===== config.mk =====
export PLATFORM = sky130hd
export DESIGN_NAME = jtframe_sdram_rrarb
export DESIGN_NICKNAME = d
export VERILOG_FILES = /design/src/rtl/jtframe_sdram_pkg.sv /design/src/rtl/jtframe_rr_pick.sv /design/src/rtl/jtframe_sdram_rrarb.sv
export SDC_FILE = /design/constraint.sdc
export NUM_CORES = 1
export LEC_CHECK = 0
export BUFFER_PORTS_ARGS = -buffer_cell sky130_fd_sc_hd__buf_4
export CAP_MARGIN = 10
export CORE_ASPECT_RATIO = 1.1
export CORE_MARGIN = 1.5
export CORE_UTILIZATION = 54
export DETAILED_ROUTE_END_ITERATION = 7
export GPL_TIMING_DRIVEN = 0
export PLACE_DENSITY = 0.86
export SKIP_LAST_GASP = 1
export SLEW_MARGIN = 20
export SYNTH_ARGS = -nofsm -noshare
export SYNTH_HDL_FRONTEND = slang
export SYNTH_SLANG_ARGS = --single-unit
export TNS_END_PERCENT = 30

===== constraint.sdc =====
create_clock -name clk -period 3.36 [get_ports clk]
set_input_delay 0.672 -clock clk [delete_from_list [all_inputs] [get_ports clk]]
set_output_delay 0.672 -clock clk [all_outputs]
set_load 0.05 [all_outputs]

===== src/rtl/jtframe_sdram_pkg.sv =====
// Shared types for the SDRAM read arbiter: FSM state encoding and the
// round-robin pointer increment used after each completed read.
package jtframe_sdram_pkg;

   localparam int STW = 2;

   typedef enum logic [STW-1:0] {
      IDLE = 2'd0,
      REQ  = 2'd1,
      WAIT = 2'd2
   } state_t;

   // Slot index following idx, wrapping from slots-1 back to 0.
   function automatic int next_slot(input int idx, input int slots);
      return (idx >= slots - 1) ? 0 : idx + 1;
   endfunction

endpackage


===== src/rtl/jtframe_rr_pick.sv =====
// Combinational round-robin picker: returns the first asserted bit of pend
// at or above ptr, searching upward and wrapping from SLOTS-1 to 0.
module jtframe_rr_pick #(
   parameter int SLOTS = 4,
   parameter int IW    = $clog2(SLOTS)
) (
   input  logic [SLOTS-1:0] pend,
   input  logic [IW-1:0]    ptr,
   output logic             found,
   output logic [IW-1:0]    idx
);

   // Scan SLOTS positions starting at ptr; the first pending one wins.
   always_comb begin
      int j;
      // NOTE: every variable gets a default before the loop, so no path leaves it unassigned and no latch is inferred.
      found = 1'b0;
      idx   = '0;
      j     = 0;
      for (int k = 0; k < SLOTS; k++) begin
         j = int'(ptr) + k;
         if (j >= SLOTS) j = j - SLOTS;
         if (!found && pend[j]) begin
            found = 1'b1;
            idx   = IW'(j);
         end
      end
   end

endmodule


===== src/rtl/jtframe_sdram_rrarb.sv =====
// Round-robin read arbiter sharing one SDRAM controller port among several
// read-only video fetchers. Each slot keeps the last word it read and the
// address it came from; a slot whose request matches that pair is answered
// with no SDRAM access.
//
// Optional build macro: JTFRAME_SDRAM_CACHE_EN
//   defined   - per-slot valid survives a falling cs, so re-requesting the
//               same address hits immediately; valid clears only on reset.
//   undefined - valid clears while cs is low, so every new cs reads SDRAM.
module jtframe_sdram_rrarb
   import jtframe_sdram_pkg::*;
#(
   parameter int SLOTS = 4,
   parameter int AW    = 22,
   parameter int DW    = 32
) (
   input  logic                clk,
   input  logic                rst_n,
   input  logic [SLOTS-1:0]    slot_cs,
   input  logic [SLOTS*AW-1:0] slot_addr,
   output logic [SLOTS-1:0]    slot_ok,
   output logic [SLOTS*DW-1:0] slot_dout,
   output logic                sdram_req,
   output logic [AW-1:0]       sdram_addr,
   input  logic                sdram_ack,
   input  logic                data_rdy,
   input  logic [DW-1:0]       data_read,
   output logic                refresh_en,
   output logic                busy
);

   localparam int IW = $clog2(SLOTS);

   state_t           state;
   logic [IW-1:0]    idx;
   logic [IW-1:0]    ptr;
   logic [IW-1:0]    pick_idx;
   logic             pick_found;
   logic [SLOTS-1:0] valid;
   logic [SLOTS-1:0] hit;
   logic [SLOTS-1:0] pend;
   logic [AW-1:0]    last_addr [SLOTS];
   logic             complete;

   // A slot hits when its stored word belongs to the address it now presents.
   always_comb begin
      hit = '0;
      for (int i = 0; i < SLOTS; i++) begin
         hit[i] = valid[i] && (last_addr[i] == slot_addr[i*AW +: AW]);
      end
   end

   assign slot_ok = slot_cs & hit;
   assign pend    = slot_cs & ~hit;
   assign busy    = (state != IDLE);

   // Read data is taken in WAIT, or in REQ when ack and data arrive together.
   assign complete = data_rdy &&
                     ((state == WAIT) || ((state == REQ) && sdram_req && sdram_ack));

   jtframe_rr_pick #(
      .SLOTS (SLOTS),
      .IW    (IW)
   ) u_pick (
      .pend  (pend),
      .ptr   (ptr),
      .found (pick_found),
      .idx   (pick_idx)
   );

   // Grant/handshake FSM plus the per-slot data, address and valid stores.
   // sdram_req rises one cycle after sdram_addr is latched, giving the
   // controller a full cycle of stable address before the request.
   always_ff @(posedge clk or negedge rst_n) begin
      if (!rst_n) begin
         state      <= IDLE;
         idx        <= '0;
         ptr        <= '0;
         sdram_req  <= 1'b0;
         sdram_addr <= '0;
         slot_dout  <= '0;
         valid      <= '0;
         // NOTE: last_addr is a handful of flops, not a RAM, so it is reset like any other register.
         for (int i = 0; i < SLOTS; i++) last_addr[i] <= '0;
      end else begin
         // NOTE: non-blocking assignments let later statements override earlier ones while every read sees pre-edge values.
`ifndef JTFRAME_SDRAM_CACHE_EN
         for (int i = 0; i < SLOTS; i++) begin
            if (!slot_cs[i]) valid[i] <= 1'b0;
         end
`endif
         if (complete) begin
            slot_dout[int'(idx)*DW +: DW] <= data_read;
            last_addr[idx]                <= sdram_addr;
            valid[idx]                    <= 1'b1;
            ptr                           <= IW'(next_slot(int'(idx), SLOTS));
         end
         case (state)
            IDLE: begin
               if (pick_found) begin
                  idx        <= pick_idx;
                  sdram_addr <= slot_addr[int'(pick_idx)*AW +: AW];
                  state      <= REQ;
               end
            end
            REQ: begin
               if (!sdram_req) begin
                  sdram_req <= 1'b1;
               end else if (sdram_ack) begin
                  sdram_req <= 1'b0;
                  state     <= data_rdy ? IDLE : WAIT;
               end
            end
            WAIT: begin
               if (data_rdy) state <= IDLE;
            end
            default: begin
               sdram_req <= 1'b0;
               state     <= IDLE;
            end
         endcase
      end
   end

   // Refresh may be slotted in only while nothing is in flight or waiting.
   always_ff @(posedge clk or negedge rst_n) begin
      if (!rst_n) refresh_en <= 1'b0;
      else        refresh_en <= (state == IDLE) && !(|pend);
   end

endmodule


After elaboration in Yosys (flattened, before gate mapping)
Index checks and enable logic that the tools add are counted.
{"block": "classes", "n_addsub": 9, "n_mul": 1, "div_mod_pow": 0, "n_lt_le_gt_ge": 13, "n_eq_ne": 10, "shifts": 3, "mux": 45, "n_bitwise": 5, "reduce_logical": 24}
{"cell": "$bwmux W128", "count": 1}
{"cell": "$lt A32 B4 Y1 const B", "count": 4}
{"cell": "$mux W32", "count": 4}
{"cell": "$shift A32 B33 Y128 const A", "count": 1}
{"cell": "$shiftx A32 B33 Y128", "count": 1}
{"cell": "$ge A32 B4 Y1 const B", "count": 3}
{"cell": "$sub A32 B4 Y32 const B", "count": 3}
{"cell": "$bwmux W88", "count": 1}
{"cell": "$eq A22 B22 Y1", "count": 4}
{"cell": "$shiftx A88 B8 Y22", "count": 1}
{"cell": "$demux W22 S2", "count": 1}
{"cell": "$neg A7 Y33", "count": 1}
{"cell": "$mux W22", "count": 1}
{"cell": "$mux W2", "count": 10}
{"cell": "$mux W1", "count": 19}
{"cell": "$logic_and A1 B1 Y1", "count": 13}
{"cell": "$and A4 B4 Y4", "count": 2}
{"cell": "$bmux W1 S2", "count": 4}
{"cell": "$ne A2 B2 Y1 const B", "count": 4}
{"cell": "$add A2 B2 Y3 const B", "count": 2}
{"cell": "$mul A2 B4 Y6 const B", "count": 1}
{"cell": "$pmux W2 S3", "count": 1}
{"cell": "$logic_not A1 Y1", "count": 4}
{"cell": "$mux W4", "count": 1}
{"cell": "23 further kinds", "count": 23}
{"block": "totals", "ff_bits": 250, "latch_bits": 0, "mem_bits_rw": 0, "rom_bits": 0, "out_inout_bits": 157, "mem_count": 0}

Logic depth before layout (Yosys ltp)
Gate-level depths: netlist (run 1).
{"block": "depth", "depth_word": 19, "depth_mapped": 9, "depth_no_buf": 8}

Hierarchy
A second synthesis (run 1) with hierarchy kept.
{"block": "hier_totals", "cells_unflattened": 1022, "hier_area_um2": 11672.4}
{"mod": "jtframe_sdram_rrarb", "instances": 1, "cells_each": 1007, "area_per_inst_um2": 11594.9, "seq_area_each_um2": 6256.0}
{"mod": "jtframe_rr_pick", "instances": 1, "cells_each": 15, "area_per_inst_um2": 77.6, "seq_area_each_um2": 0.0}

Worst setup path after synthesis (run 1)
OpenSTA, ideal clock, no wires.
{"block": "synth_path", "path_kind": "input to output", "from": "in slot_addr[73]", "to": "out slot_ok[3]", "t_arrival_ns": 2.497, "setup_slack_ns": 0.191, "stages": 4, "path_cell_list": "xnor2_1 > nand4_1 > or4_4 > nor3_1"}
{"block": "synth_via", "elab_chain_len": 3}
{"item": "start: declaration", "line_no": "jtframe_sdram_rrarb.sv:20", "rtl": "input logic [SLOTS*AW-1:0] slot_addr,"}
{"item": "$eq A22 B22 Y1", "line_no": "jtframe_sdram_rrarb.sv:49", "rtl": "hit[i] = valid[i] && (last_addr[i] == slot_addr[i*AW +: AW]);"}
{"item": "$logic_and A1 B1 Y1", "line_no": "jtframe_sdram_rrarb.sv:49"}
{"item": "$and A4 B4 Y4", "line_no": "jtframe_sdram_rrarb.sv:53", "rtl": "assign slot_ok = slot_cs & hit;"}
{"item": "end: declaration", "line_no": "jtframe_sdram_rrarb.sv:21", "rtl": "output logic [SLOTS-1:0] slot_ok,"}
Every way passes these cells.

Worst setup path after layout (run 1)
{"block": "layout_path", "from": "reg last_addr[60] (netlist name)", "to": "reg sdram_addr[5]"}
{"block": "layout_via", "elab_chain_len": 19, "word_cells_on_any_way": 33, "classes_between": "mul: 1; eq/ne: 1; shift: 1; mux: 20; bitwise: 2; reduce/logical: 8"}
{"item": "start: declaration", "line_no": "jtframe_sdram_rrarb.sv:42", "rtl": "logic [AW-1:0] last_addr [SLOTS];"}
{"item": "start signal: indexed assignment", "line_no": "jtframe_sdram_rrarb.sv:94", "rtl": "last_addr[idx] <= sdram_addr;"}
{"item": "$eq A22 B22 Y1 (*)", "line_no": "jtframe_sdram_rrarb.sv:49"}
{"item": "$logic_and A1 B1 Y1 (*)", "line_no": "jtframe_sdram_rrarb.sv:49"}
{"item": "$not A4 Y4 (*)", "line_no": "jtframe_sdram_rrarb.sv:54", "rtl": "assign pend = slot_cs & ~hit;"}
{"item": "$and A4 B4 Y4 (*)", "line_no": "jtframe_sdram_rrarb.sv:54"}
{"item": "$bmux W1 S2", "line_no": "jtframe_rr_pick.sv:23", "rtl": "if (!found && pend[j]) begin"}
{"item": "$mux W1 (not written as such) (2 in series)", "line_no": "jtframe_rr_pick.sv:23"}
{"item": "$mux W1", "line_no": "jtframe_rr_pick.sv:23"}
{"item": "$logic_not A1 Y1", "line_no": "jtframe_rr_pick.sv:23"}
{"item": "[... 2 more ...]"}
{"item": "$logic_not A1 Y1", "line_no": "jtframe_rr_pick.sv:23"}
{"item": "$logic_and A1 B1 Y1", "line_no": "jtframe_rr_pick.sv:23"}
{"item": "$mux W1", "line_no": "jtframe_rr_pick.sv:23"}
{"item": "$logic_not A1 Y1", "line_no": "jtframe_rr_pick.sv:23"}
{"item": "$logic_and A1 B1 Y1", "line_no": "jtframe_rr_pick.sv:23"}
{"item": "$mux W2", "line_no": "jtframe_rr_pick.sv:23"}
{"item": "$mul A2 B4 Y6", "line_no": "jtframe_sdram_rrarb.sv:102", "rtl": "sdram_addr <= slot_addr[int'(pick_idx)*AW +: AW];"}
{"item": "$shiftx A88 B8 Y22", "line_no": "jtframe_sdram_rrarb.sv:102"}
{"item": "end signal: assignment", "line_no": "jtframe_sdram_rrarb.sv:102"}
{"item": "end: declaration", "line_no": "jtframe_sdram_rrarb.sv:24", "rtl": "output logic [AW-1:0] sdram_addr,"}
Mark *: on every way between the ends. The rest lies on a longest branch, timed or not. The select of a mux whose other input is x is not followed.
A chain may end at the register's enable or synchronous reset.

==> results.md, run 1 <==
* Result of the run: finished, final reports clean
* Maximum clock frequency at 310 MHz
* Post-Route WL at roughly 35,000 um
* Maximum fanout encountered on the critical timing path at 10
* Worst ir drop on vdd at 730 uV
* Kind of capture point of the worst setup path: flop
* Most frequent cells in the layout: sky130_fd_sc_hd__buf_4 (291), sky130_fd_sc_hd__nand2_1 (275), sky130_fd_sc_hd__dfrtp_1 (250), sky130_fd_sc_hd__o21ai_0 (130), sky130_fd_sc_hd__mux2_2 (119)
* Distinct cell type count of the synthesized netlist at 40
* Wire length of the first global-routing pass at 53,500 um
* Final setup violation count at 0
* Largest net degree at the start of global routing at a little under 90
* Worst r2r dst: sdram_addr[5]
* Adder and majority gate portion of the synthesized area at 0.879%
* Sinks on the clock net at 250
* Total Die Area at 22,000 um^2
* Proportion of power drawn by flip-flops and latches at 34.3%
* Synthesized netlist cell count at 1,059
* Pwr Density at 977 nW/um^2
* Startpoint-to-endpoint class of the critical path: reg -> reg
* Vias in the first global route at 9,804
* R2R Setup Slk at 130 ps
* Final weighted congestion of routability-driven global placement at 0.922
* Antenna violations before repair at 1
* Transition time of the tightest slew-check pin at 925 ps
* Average cell area after synthesis at 10.8 um^2
* Worst slew margin at 38.2%
* Category of the worst setup path launch point: flop
* Number of port buffers at 284
* Mux cell area share after synthesis at 13.3%
* Area after detailed placement at around 14,000 um^2
* Combinational family with the most area after synthesis: multiplexers
* Final Hold Vio Count at 0
* Final period util at 96.1%
* Number of storage elements in the synthesis netlist at 250
* Most common cell after layout, fill and taps aside: sky130_fd_sc_hd__buf_4
* Synthesis-to-finish area growth at 29.9%
* Net switching power at 6.32 mW
* Via total after detailed routing at about 9,500
* Global routing met1 resource utilization at a little over a third
* Worst hold path type: in -> async
* Combinational fraction of design power at 45.9%
* Met3 Track Usage GR at under 10%
* Number of max-capacitance violations reported at 0
* Register area share after synthesis at 54.9%
* Clock skew at 8.19 ps
* Min Hold Slack at 123 ps
* Cell chosen for the clock root: sky130_fd_sc_hd__clkbuf_16
* Fin worst setup slack at 130 ps
* Warnings from Yosys at 0
* Vias per inst at between 5 and 6
* Hold buffer count at CTS at 0
* Cell type with the highest aggregate area in the netlist: sky130_fd_sc_hd__dfrtp_1
* Layer with the highest usage after global routing: met2
* Count of non-filler cells in the finished layout at 1,650
* Maximum level of the CTS H-tree at 1
* TritonCTS clock tree: built
* Clock Latency Late Sink at between 500 and 600 ps
* Area of the mapped netlist at 11,400 um^2
* Fillcell total at 1,440
* Simple-gate portion of the synthesized area at 13.1%
* Data arrival time of the worst path at 3640 ps
* Worst-path clk slew at 60 ps
* Total Neg Setup Slack at 0 ps
* Number of detailed-routing iterations run before antenna repair at 5
* Core Rows at 55
* Setup repair after global routing missed its margin: false
* Share of the synthesized area in compound gates (AO/OA/AOI/OAI) at 8.62%
* Width of the die at 141 um
* Total half-perimeter wirelength after legalization and detailed placement at 26,000 um
* Fraction of post-synthesis cell area in the top cell type by area at a little over half
* Final Instance Area at around 15,000 um^2
* Final critical-path required period at 3230 ps
* Net switching share of the total power at 43.7%
* Core area at 20,600 um^2
* Cells on worst reg2reg path at 10
* Internal Power at ~8.1 mW
* Post-Place Setup Slack at -478 ps
* Clk network pwr share at 19.8%
* Biggest area contributors in the synthesized netlist: sky130_fd_sc_hd__dfrtp_1 (55%), sky130_fd_sc_hd__mux2_2 (12%), sky130_fd_sc_hd__nand2_1 (9.1%)
* Net count, final at 1,513
* Inserted Clock Buffers at 26
* Data required time of the worst path at 3770 ps
* Post-synth net total at 1,195
* Leakage power total at 6.91 nW
* Critical R2R Launch: last_addr[60]
* Residual overflow from global routing at 0
* Starting density of the core at 55.2%
* DRC violation count after routing at 0
* Share of final-layout standard cells stronger than drive strength 1 at about a third
* Number of buffers on the longest clock path at 3
* Die boundary height at 155 um
* Cell Count Post-Placement at 1,601
* Number of placed I/O pins at 285
* Number of max-slew violations in the final report at 0
* Number of nets still failing antenna checks after routing at 0
* Xor-xnor portion of the synthesized cell area at 6.77%
* Wirelength per Cell at about 21 um
* Number of DRC markers in iteration 0 at 605
* Total routing resource utilization after global routing at approximately a third
* Met2 track demand over resource at 54.6%
==> synthesized netlist by cell type <==
library cell / n
sky130_fd_sc_hd__a211oi_1: 1
sky130_fd_sc_hd__a21boi_1: 2
sky130_fd_sc_hd__a21o_1: 3
sky130_fd_sc_hd__a21oi_1: 2
sky130_fd_sc_hd__a221o_1: 22
sky130_fd_sc_hd__a221oi_2: 1
sky130_fd_sc_hd__a311oi_1: 1
sky130_fd_sc_hd__and2_0: 1
sky130_fd_sc_hd__and2_1: 22
sky130_fd_sc_hd__and3_1: 3
sky130_fd_sc_hd__buf_1: 8
sky130_fd_sc_hd__buf_2: 6
sky130_fd_sc_hd__buf_6: 4
sky130_fd_sc_hd__clkbuf_1: 37
sky130_fd_sc_hd__dfrtp_1: 250
sky130_fd_sc_hd__ha_1: 8
sky130_fd_sc_hd__inv_1: 6
sky130_fd_sc_hd__mux2_1: 14
sky130_fd_sc_hd__mux2_2: 119
sky130_fd_sc_hd__mux2i_1: 2
sky130_fd_sc_hd__nand2_1: 275
sky130_fd_sc_hd__nand2b_4: 1
sky130_fd_sc_hd__nand3_1: 5
sky130_fd_sc_hd__nand4_1: 20
sky130_fd_sc_hd__nor2_1: 8
sky130_fd_sc_hd__nor2_2: 1
sky130_fd_sc_hd__nor2b_1: 1
sky130_fd_sc_hd__nor2b_2: 1
sky130_fd_sc_hd__nor3_1: 2
sky130_fd_sc_hd__nor3b_1: 3
sky130_fd_sc_hd__nor4_1: 4
sky130_fd_sc_hd__o211ai_1: 1
sky130_fd_sc_hd__o21a_1: 1
sky130_fd_sc_hd__o21ai_0: 130
sky130_fd_sc_hd__o21ai_1: 2
sky130_fd_sc_hd__o21bai_1: 1
sky130_fd_sc_hd__or2_2: 1
sky130_fd_sc_hd__or4_4: 2
sky130_fd_sc_hd__xnor2_1: 84
sky130_fd_sc_hd__xor2_1: 4
==> power groups by stage <==
| stage | logic (mW) | registers [mW] | clock network [mW] |
|---|---|---|---|
| after floorplan | 2.46 | 6.77 | 0 |
| after global placement | 6.39 | 4.89 | 0 |
| after detailed placement | 6.55 | 4.97 | 0 |
| after CTS | 6.62 | 4.94 | 2.89 |
| after global routing | 7.01 | 5.07 | 3.00 |
| final | 6.64 | 4.95 | 2.87 |
==> state kept, by name, summed over array words and instances (netlist names) <==
signal,cells
valid,4
sdram_req,1
sdram_addr,22
ptr,2
refresh_en,1
slot_dout,128
last_addr,88
state,2
idx,2
==> worst max-delay path: stages, from the launching register on <==
cell,delay [ps]
sky130_fd_sc_hd__dfrtp_1,390
sky130_fd_sc_hd__xnor2_1,360
sky130_fd_sc_hd__nand4_1,310
sky130_fd_sc_hd__nor4_1,410
sky130_fd_sc_hd__a21boi_1,210
sky130_fd_sc_hd__o21bai_1,200
sky130_fd_sc_hd__o211ai_1,120
sky130_fd_sc_hd__buf_4,180
sky130_fd_sc_hd__buf_4,210
sky130_fd_sc_hd__mux2_2,360
sky130_fd_sc_hd__a221o_1,350
==> worst max path at each step <==
stage | startpoint | end | slack (ps) | depth (start not counted)
finish | last_addr[60] | sdram_addr[5] | 130 | 10
global route | last_addr[60] | sdram_addr[5] | 110 | 10
CTS | last_addr[0] | sdram_addr[12] | 230 | 9
detailed placement | slot_addr[38] | sdram_addr[5] | -480 | 10
global placement | slot_addr[38] | sdram_addr[3] | -420 | 10
floorplan | slot_addr[73] | slot_ok[3] | 190 | 4
==> layout make-up <==
class / instances / area (um^2) / share of cell area, %
Sequential cell: 250 / 6260 / 42.3
Multi-Input combinational cell: 748 / 4870 / 32.9
Timing Repair Buffer: 290 / 2220 / 15.0
Clock buffer: 37 / 803 / 5.43
Tap cell: 256 / 320 / 2.16
Buffer: 55 / 254 / 1.72
Clock inverter: 7 / 45.0 / 0.304
Inverter: 6 / 22.5 / 0.152
Antenna cell: 1 / 2.50 / 0.0169
==> routing by layer <==
metal  routed length, um  part of all wire, %  vias up
li1                    -                    -     4237
met1               12500                   36     4628
met2               17300                   49      494
met3                3210                  9.1      109
met4                2050                  5.8        0
met5                   0                    0        -
==> metrics by stage <==
stage	total power, mW	utilization (%)
detailed placement	11.5	67.4
global placement	11.3	67.0
global route	15.1	71.7
finish	14.5	71.7
floorplan	9.23	-
CTS	14.5	71.7
==> timing repair <==
item / 4_1_cts / 5_1_grt
endpoints found under the setup margin: 22 / 0
setup buffers: 4 / 0
gates resized for setup: 4 / 0
==> cells by family (layout without fill, tap and decap cells) <==
logic type / count (synthesis) / in the layout
xor gates and xnor gates: 88 / 88
and+or+nand+nor: 350 / 350
buffers and inverters: 61 / 395
adders and majority gates: 8 / 8
AOI/OAI and AO/OA: 167 / 167
other: 0 / 1
muxes: 135 / 135
DFF: 250 / 250
No activity file was read; power rests on OpenSTA's default activity.
==> run 2, diff against run 1 <==
--- a/config.mk
+++ b/config.mk
@@ -6,13 +6,15 @@
 export NUM_CORES = 1
 export LEC_CHECK = 0
 export BUFFER_PORTS_ARGS = -buffer_cell sky130_fd_sc_hd__buf_4
-export CAP_MARGIN = 10
+export CAP_MARGIN = 20
+export CELL_PAD_IN_SITES_DETAIL_PLACEMENT = 0
+export CELL_PAD_IN_SITES_GLOBAL_PLACEMENT = 1
 export CORE_ASPECT_RATIO = 1.1
 export CORE_MARGIN = 1.5
-export CORE_UTILIZATION = 54
+export CORE_UTILIZATION = 41
 export DETAILED_ROUTE_END_ITERATION = 7
 export GPL_TIMING_DRIVEN = 0
-export PLACE_DENSITY = 0.86
+export PLACE_DENSITY = 0.85
 export SKIP_LAST_GASP = 1
 export SLEW_MARGIN = 20
 export SYNTH_ARGS = -nofsm -noshare
==> run 2 against run 1 <==
Compared with the run above: worst setup slack improved by 30 ps; flip-flop and latch count did not move; non-clock buffer count did not move; sequential share of layout area fell by 0.64 points; cell count rose by 6.5%; via count fell by 3.3%; register-to-register slack improved by 30 ps; clock power rose by 8.7%; clock skew fell by 1.3 ps; clock-buffer cell count rose by 9; die area rose by 31%; largest cell class unchanged; total power rose by 1.1%; highest routed layer unchanged.
==> results.md, run 2 (synthesis results as in run 1) <==
* Result of the run: finished, final reports clean
* Number of placed I/O pins at 285 (unchanged)
* Synthesis-to-finish area growth at 31.9%
* Data required time of the worst path at 3770 ps (about the same)
* Cell Count Post-Placement at 1,702 (+6.3%)
* Number of port buffers at 284 (unchanged)
* Setup repair after global routing missed its margin: false
* R2R Setup Slk at 160 ps (+30 ps)
* Antenna fix cells at 0 (-1)
* Maximum fanout encountered on the critical timing path at 10 (unchanged)
* Startpoint-to-endpoint class of the critical path: reg -> reg
* Final period util at 95.3% (-0.88 points)
* Number of max-capacitance violations reported at 0 (unchanged)
* Top reg by flops: slot_dout
* Largest net degree at the start of global routing at 98 (+10%)
* Number of nets still failing antenna checks after routing at 0 (unchanged)
* Post-Place Setup Slack at -466 ps (+12.4 ps)
* Vias in the first global route at 9,381 (-4.3%)
* Final weighted congestion of routability-driven global placement at 0.888 (-3.6%)
* Final setup violation count at 0 (unchanged)
* Kind of capture point of the worst setup path: flop
* Worst-path clk slew at 60 ps (about the same)
* Most common cell after layout, fill and taps aside: sky130_fd_sc_hd__buf_4
* Net count, final at 1,515 (+0.13%)
* TritonCTS clock tree: built
* Core area at 27,100 um^2 (+31%)
* Wirelength per Cell at 20.2 um (-5.1%)
* Inserted Clock Buffers at 28 (+7.7%)
* Total half-perimeter wirelength after legalization and detailed placement at 26,500 um (+1.9%)
* Fillcell total at 2,405 (+67%)
* Via total after detailed routing at 9,151 (-3.3%)
* Count of non-filler cells in the finished layout at 1,758 (+6.5%)
* Maximum level of the CTS H-tree at 1 (unchanged)
* Transition time of the tightest slew-check pin at 901 ps (-24.4 ps)
* Residual overflow from global routing at 0 (unchanged)
* Antenna violations before repair at 0 (-1)
* Registers with the highest flip-flop counts: slot_dout: 128 flops, last_addr: 88 flops, sdram_addr: 22 flops
* Total power of the final layout at 14.6 mW (+1.1%)
* Data arrival time of the worst path at 3610 ps (-30 ps)
* Clock Latency Late Sink at 530 ps (about the same)
* Wire length of the first global-routing pass at 54,500 um (+1.9%)
* Core Rows at 63 (+15%)
* Cells on worst reg2reg path at 9 (-1)
* DRC violation count after routing at 0 (unchanged)
* Most frequent cells in the layout: sky130_fd_sc_hd__buf_4 (287), sky130_fd_sc_hd__nand2_1 (275), sky130_fd_sc_hd__dfrtp_1 (250), sky130_fd_sc_hd__o21ai_0 (130), sky130_fd_sc_hd__mux2_2 (119)
* Width of the die at 162 um (+14%)
* Number of max-slew violations in the final report at 0 (unchanged)
* Number of detailed-routing iterations run before antenna repair at 5 (unchanged)
* Vias per inst at 5.21 (-9.3%)
* Sinks on the clock net at 250 (unchanged)
* Share of final-layout standard cells stronger than drive strength 1 at 33.8% (+0.093 points)
* Leakage power total at 6.96 nW (+0.73%)
* Final Hold Vio Count at 0 (unchanged)
* Fin worst setup slack at 159 ps (+29.6 ps)
* Post-Route WL at 35,500 um (+1.1%)
* Pwr Density at 972 nW/um^2 (-0.46%)
* Number of DRC markers in iteration 0 at 531 (-12%)
* Total routing resource utilization after global routing at 24.8% (-6.9 points)
* Total Die Area at 28,800 um^2 (+31%)
* Maximum clock frequency at 312 MHz (+0.92%)
* Clock skew at 6.87 ps (-1.32 ps)
* Worst ir drop on vdd at 588 uV (-19%)
* Worst slew margin at 39.8% (+1.6 points)
* Starting density of the core at 42.0% (-13 points)
* Die boundary height at 178 um (+14%)
* Number of buffers on the longest clock path at 3 (unchanged)
* Worst hold path type: in -> async
* Number of flip-flops under the largest register name at 128 (unchanged)
* Category of the worst setup path launch point: flop
* Cell chosen for the clock root: sky130_fd_sc_hd__clkbuf_16
* Final critical-path required period at 3200 ps (-29.6 ps)
## run 2: final timing paths
kind                                from             end
setup / recovery            last_addr[2]  sdram_addr[17]
hold / removal                     rst_n   last_addr[27]
setup reg to reg            last_addr[2]  sdram_addr[17]
hold reg to reg            slot_dout[64]   slot_dout[64]
max in group asynchronous          rst_n   slot_dout[14]
min in group clk                data_rdy        state[1]
## run 2: power breakdown
| group | total [mW] | leakage (nW) | internal (mW) | switching (mW) |
|---|---|---|---|---|
| sequential | 4.93 | 3.32 | 4.09 | 0.833 |
| combinational | 6.56 | 3.16 | 2.37 | 4.19 |
| clock | 3.12 | 0.477 | 1.89 | 1.23 |
| total | 14.6 | 6.96 | 8.36 | 6.25 |
## run 2: layout make-up
cell class | count | area [um^2] | area share (%)
multi-input combinational | 748 | 4870 | 32.4
tap | 357 | 447 | 2.97
clock inverter | 6 | 58.8 | 0.391
clock buffer | 46 | 900 | 5.99
buffer | 55 | 244 | 1.62
sequential | 250 | 6260 | 41.6
inverter | 6 | 22.5 | 0.150
timing repair buffer | 290 | 2220 | 14.8
## run 2: stage by stage
| step | hold WS, ps | utilization, % | instance area, um^2 | setup TNS, ps |
|---|---|---|---|---|
| 2_1_floorplan | 376 | - | 11400 | 0 |
| 3_3_place_gp | 462 | 51.5 | 14000 | -121290 |
| 3_5_place_dp | 466 | 51.7 | 14000 | -9650 |
| 4_1_cts | 102 | 55.4 | 15000 | 0 |
| 5_1_grt | 118 | 55.4 | 15000 | 0 |
| 6_report | 89.3 | 55.4 | 15000 | 0 |
## run 2: critical path, cell delays in order, from the launching register on
cell and delay, ps:
sky130_fd_sc_hd__dfrtp_1 380, sky130_fd_sc_hd__xnor2_1 370, sky130_fd_sc_hd__nand4_1 140, sky130_fd_sc_hd__or4_4 580, sky130_fd_sc_hd__o21a_1 230, sky130_fd_sc_hd__or4_4 600, sky130_fd_sc_hd__nand2b_4 170, sky130_fd_sc_hd__nor2b_2 120
sky130_fd_sc_hd__buf_6 170, sky130_fd_sc_hd__a221o_1 320
## run 2: layer usage
metal / up-vias / part of all wire (%) / track usage, %
li1: 4249 / - / -
met3: 76 / 8.7 / 6.43
met4: 0 / 4.0 / 10.1
met1: 4472 / 40 / 31.1
met2: 354 / 47 / 41.0
met5: - / 0 / 0
## run 2: what timing repair did
item / 4_1_cts / 5_1_grt
gates resized for setup: 0 / 1
hold endpoints to repair: 0 / 0
buffers inserted: 4 / 0
gates cloned: 0 / 0
hold buffers: 0 / 0
pin swaps: 1 / 0
endpoints found under the setup margin: 21 / 1
==> run 3, diff against run 2 <==
--- a/config.mk
+++ b/config.mk
@@ -11,13 +11,14 @@
 export CELL_PAD_IN_SITES_GLOBAL_PLACEMENT = 1
 export CORE_ASPECT_RATIO = 1.1
 export CORE_MARGIN = 1.5
-export CORE_UTILIZATION = 41
+export CORE_UTILIZATION = 42
 export DETAILED_ROUTE_END_ITERATION = 7
 export GPL_TIMING_DRIVEN = 0
-export PLACE_DENSITY = 0.85
+export PLACE_DENSITY_LB_ADDON = 0.1
 export SKIP_LAST_GASP = 1
 export SLEW_MARGIN = 20
 export SYNTH_ARGS = -nofsm -noshare
 export SYNTH_HDL_FRONTEND = slang
+export SYNTH_HIERARCHICAL = 1
 export SYNTH_SLANG_ARGS = --single-unit
 export TNS_END_PERCENT = 30
==> run 3 against run 2 <==
Compared with the run above: largest power group unchanged; highest routed layer unchanged; worst hold slack improved by 38 ps; synthesized cell count fell by 3.5%; total power rose by 7.9%; utilization is 1.6 points higher; global-route usage hardly changed; critical path depth grew 1.
==> results.md, run 3 <==
* Average cell area after synthesis at 11.4 um^2 (+6.2%)
* Kind of capture point of the worst setup path: flop
* Clock skew at 9.29 ps (+2.42 ps)
* Min Hold Slack at 127 ps (+37.6 ps)
* Vias per inst at 5.12 (-1.6%)
* Post-Route WL at 35,300 um (-0.61%)
* Leading post-synthesis cells by instance count: sky130_fd_sc_hd__nand2_1 (266), sky130_fd_sc_hd__dfrtp_1 (250), sky130_fd_sc_hd__o21ai_0 (110)
* Inserted Clock Buffers at 27 (-3.6%)
* Most frequent cell after synthesis: sky130_fd_sc_hd__nand2_1
* Core Rows at 63 (unchanged)
* Total routing resource utilization after global routing at 24.8% (-0.045 points)
* Final Hold Vio Count at 0 (unchanged)
* Net count, final at 1,477 (-2.5%)
* Cell type with the highest aggregate area in the netlist: sky130_fd_sc_hd__dfrtp_1
* Total Neg Setup Slack at 0 ps (unchanged)
* Clock Latency Late Sink at 530 ps (about the same)
* Antenna fix cells at 0 (unchanged)
* Number of placed I/O pins at 285 (unchanged)
* Start point of the critical path: last_addr[17]
* Area used by sequential logic in the layout at 6260 um^2 (unchanged)
* Worst-path clk slew at 60 ps (about the same)
* Worst ir drop on vdd at 573 uV (-2.5%)
* Final period util at 95.6% (+0.34 points)
* Wire length of the first global-routing pass at 54,000 um (-0.90%)
* Result of the run: finished, final reports clean
* Via total after detailed routing at 8,798 (-3.9%)
* Synthesis-to-finish area growth at 32.4%
* Maximum level of the CTS H-tree at 1 (unchanged)
* Most common cell after layout, fill and taps aside: sky130_fd_sc_hd__buf_4
* Biggest area contributors in the synthesized netlist: sky130_fd_sc_hd__dfrtp_1 (54%), sky130_fd_sc_hd__mux2_4 (9.8%), sky130_fd_sc_hd__nand2_1 (8.6%)
* Maximum fanout encountered on the critical timing path at 10 (unchanged)
* Core Util, Final at 57.0% (+1.6 points)
* Startpoint-to-endpoint class of the critical path: reg -> reg
* Data required time of the worst path at 3770 ps (about the same)
* Residual overflow from global routing at 0 (unchanged)
* Number of buffers on the longest clock path at 3 (unchanged)
* Registers with the highest flip-flop counts: slot_dout: 128 flops, last_addr: 88 flops, sdram_addr: 22 flops
* Antenna violations before repair at 0 (unchanged)
* Number of DRC markers in iteration 0 at 627 (+18%)
* Final setup violation count at 0 (unchanged)
* Cell chosen for the clock root: sky130_fd_sc_hd__clkbuf_16
* Critical Path, Cell by Cell: xnor2_1 > nand4_1 > nor4_1 > a21boi_0 > o221ai_1 > a21oi_1 > buf_4 > buf_12 > mux4_2 > mux2_2
* Commonest register cell after synthesis: sky130_fd_sc_hd__dfrtp_1
* Footprint of the multi-input gates at 5240 um^2 (+7.5%)
* Crit-path leading delay family: simple AND/OR/NAND/NOR gates
* Number of detailed-routing iterations run before antenna repair at 5 (unchanged)
* Number of max-capacitance violations reported at 0 (unchanged)
* Final weighted congestion of routability-driven global placement at 0.847 (-4.6%)
* Worst slew margin at 58.4% (+19 points)
* Number of enable flip-flop cells after synthesis at 0 (unchanged)
* Distinct cell type count of the synthesized netlist at 35 (-13%)
* Top reg by flops: slot_dout
* Data arrival time of the worst path at 3620 ps (about the same)
* Worst r2r dst: sdram_addr[5]
* Wirelength per Cell at 20.5 um (+1.8%)
* Pwr Density at 1020 nW/um^2 (+5.0%)
* Fraction of post-synthesis cell area in the top cell type by area at 53.6% (-1.3 points)
* Vias in the first global route at 8,890 (-5.2%)
* Category of the worst setup path launch point: flop
* Warnings from Yosys at 6 (+6)
* Worst hold path type: in -> async
* Number of storage elements in the synthesis netlist at 250 (unchanged)
* Core area at 27,100 um^2 (unchanged)
* Setup repair after global routing missed its margin: false
* Share of final-layout standard cells stronger than drive strength 1 at 38.1% (+4.3 points)
* Number of nets still failing antenna checks after routing at 0 (unchanged)
* Width of the die at 162 um (about the same)
* Maximum clock frequency at 311 MHz (-0.36%)
* Critical R2R Launch: last_addr[17]
* Transition time of the tightest slew-check pin at 624 ps (-276 ps)
* Synthesized netlist cell count at 1,022 (-3.5%)
* Sinks on the clock net at 250 (unchanged)
* Bufs and invs on worst path at 2 (+1)
* CP Capture Point: sdram_addr[5]
* Area of the mapped netlist at 11,700 um^2 (+2.5%)
* Register area share after synthesis at 53.6% (-1.3 points)
* R2R Setup Slk at 150 ps (about the same)
* Max stage delay on crit path at 450 ps (-150 ps)
* Cells on worst reg2reg path at 10 (+1)
* Post-synth net total at 1,158 (-3.1%)
* Starting density of the core at 43.0% (+1.0 points)
* Total half-perimeter wirelength after legalization and detailed placement at 25,900 um (-2.0%)
* Fraction of registers with async set/reset at 100% (unchanged)
* Number of max-slew violations in the final report at 0 (unchanged)
* Fillcell total at 2,412 (+0.29%)
* Total Die Area at 28,800 um^2 (about the same)
* Most frequent cells in the layout: sky130_fd_sc_hd__buf_4 (289), sky130_fd_sc_hd__nand2_1 (266), sky130_fd_sc_hd__dfrtp_1 (250), sky130_fd_sc_hd__o21ai_0 (110), sky130_fd_sc_hd__mux2_4 (76)
* Largest net degree at the start of global routing at 96 (-2.0%)
* TritonCTS clock tree: built
* Master of the slowest instance on the critical path: sky130_fd_sc_hd__nor4_1
* DRC violation count after routing at 0 (unchanged)
* Final critical-path required period at 3210 ps (+11.5 ps)
* Number of flip-flops under the largest register name at 128 (unchanged)
* Number of port buffers at 284 (unchanged)
* Path length in cells of the critical path at 10 (+1)
* Die boundary height at 178 um (about the same)
* Leakage power total at 7.35 nW (+5.6%)
run 3: cell type report:
type                    count  share of cell area (%)
plain buffers              53                    2.01
inverters                  10                   0.243
well taps                 357                    2.89
repair buffers            290                    14.4
clock buffers              39                    5.12
flip-flops and latches    250                    40.5
multi-input cells         709                    33.9
clock inverters             9                   0.939
run 3: kinds of logic after synthesis:
family / Yosys count / synth area share (%)
AO/OA/AOI/OAI: 146 / 6.46
XOR/XNOR: 88 / 6.60
adder cells (fa/ha/maj): 8 / 0.858
buffers and inverters: 63 / 2.68
flip-flops: 250 / 53.6
multiplexers: 135 / 17.6
AND/OR/NAND/NOR: 332 / 12.2
run 3: routing by layer:
metal	part of all wire, %	GRT usage (%)	up-vias
li1	-	-	4123
met1	42	31.9	4353
met2	50	42.9	280
met3	5.9	4.46	42
met4	2.2	6.88	0
met5	0	0	-
run 3: through the flow:
step / instance area [um^2] / cells / worst slack [ps] / power (mW)
final: 15400 / 1717 / 148 / 15.8
after global routing: 15400 / 1717 / 33.5 / 16.6
after CTS: 15300 / 1713 / 4.63 / 15.8
after detailed placement: 14300 / 1665 / -998 / 12.6
after global placement: 14300 / 1663 / -990 / 12.5
after floorplan: 11700 / 1022 / 144 / 10.1
run 3: worst min path at each step:
stage                         from             to  slack, ps  depth (start not counted)
final                        rst_n  slot_dout[26]        130                          1
after global routing         rst_n  slot_dout[26]        180                          1
after CTS                    rst_n  slot_dout[26]        150                          1
after detailed placement  valid[0]       valid[0]        470                          2
after global placement    valid[0]       valid[0]        460                          2
after floorplan              rst_n         idx[0]        380                          0
run 3: repair_timing:
item                                   in CTS  in global routing
resized for setup                          19                 14
setup buffers                               0                  4
setup endpoints to repair                  23                 19
cloned                                      0                  0
hold buffers                                0                  0
pin swaps                                   3                  6
endpoints found under the hold margin       0                  0
run 3: power by group:
group / leakage [nW] / total [mW] / switching (mW) / internal, mW
sequential: 3.29 / 5.17 / 0.961 / 4.21
combinational: 3.60 / 7.47 / 4.59 / 2.88
clock: 0.465 / 3.14 / 1.21 / 1.93
total: 7.35 / 15.8 / 6.76 / 9.01
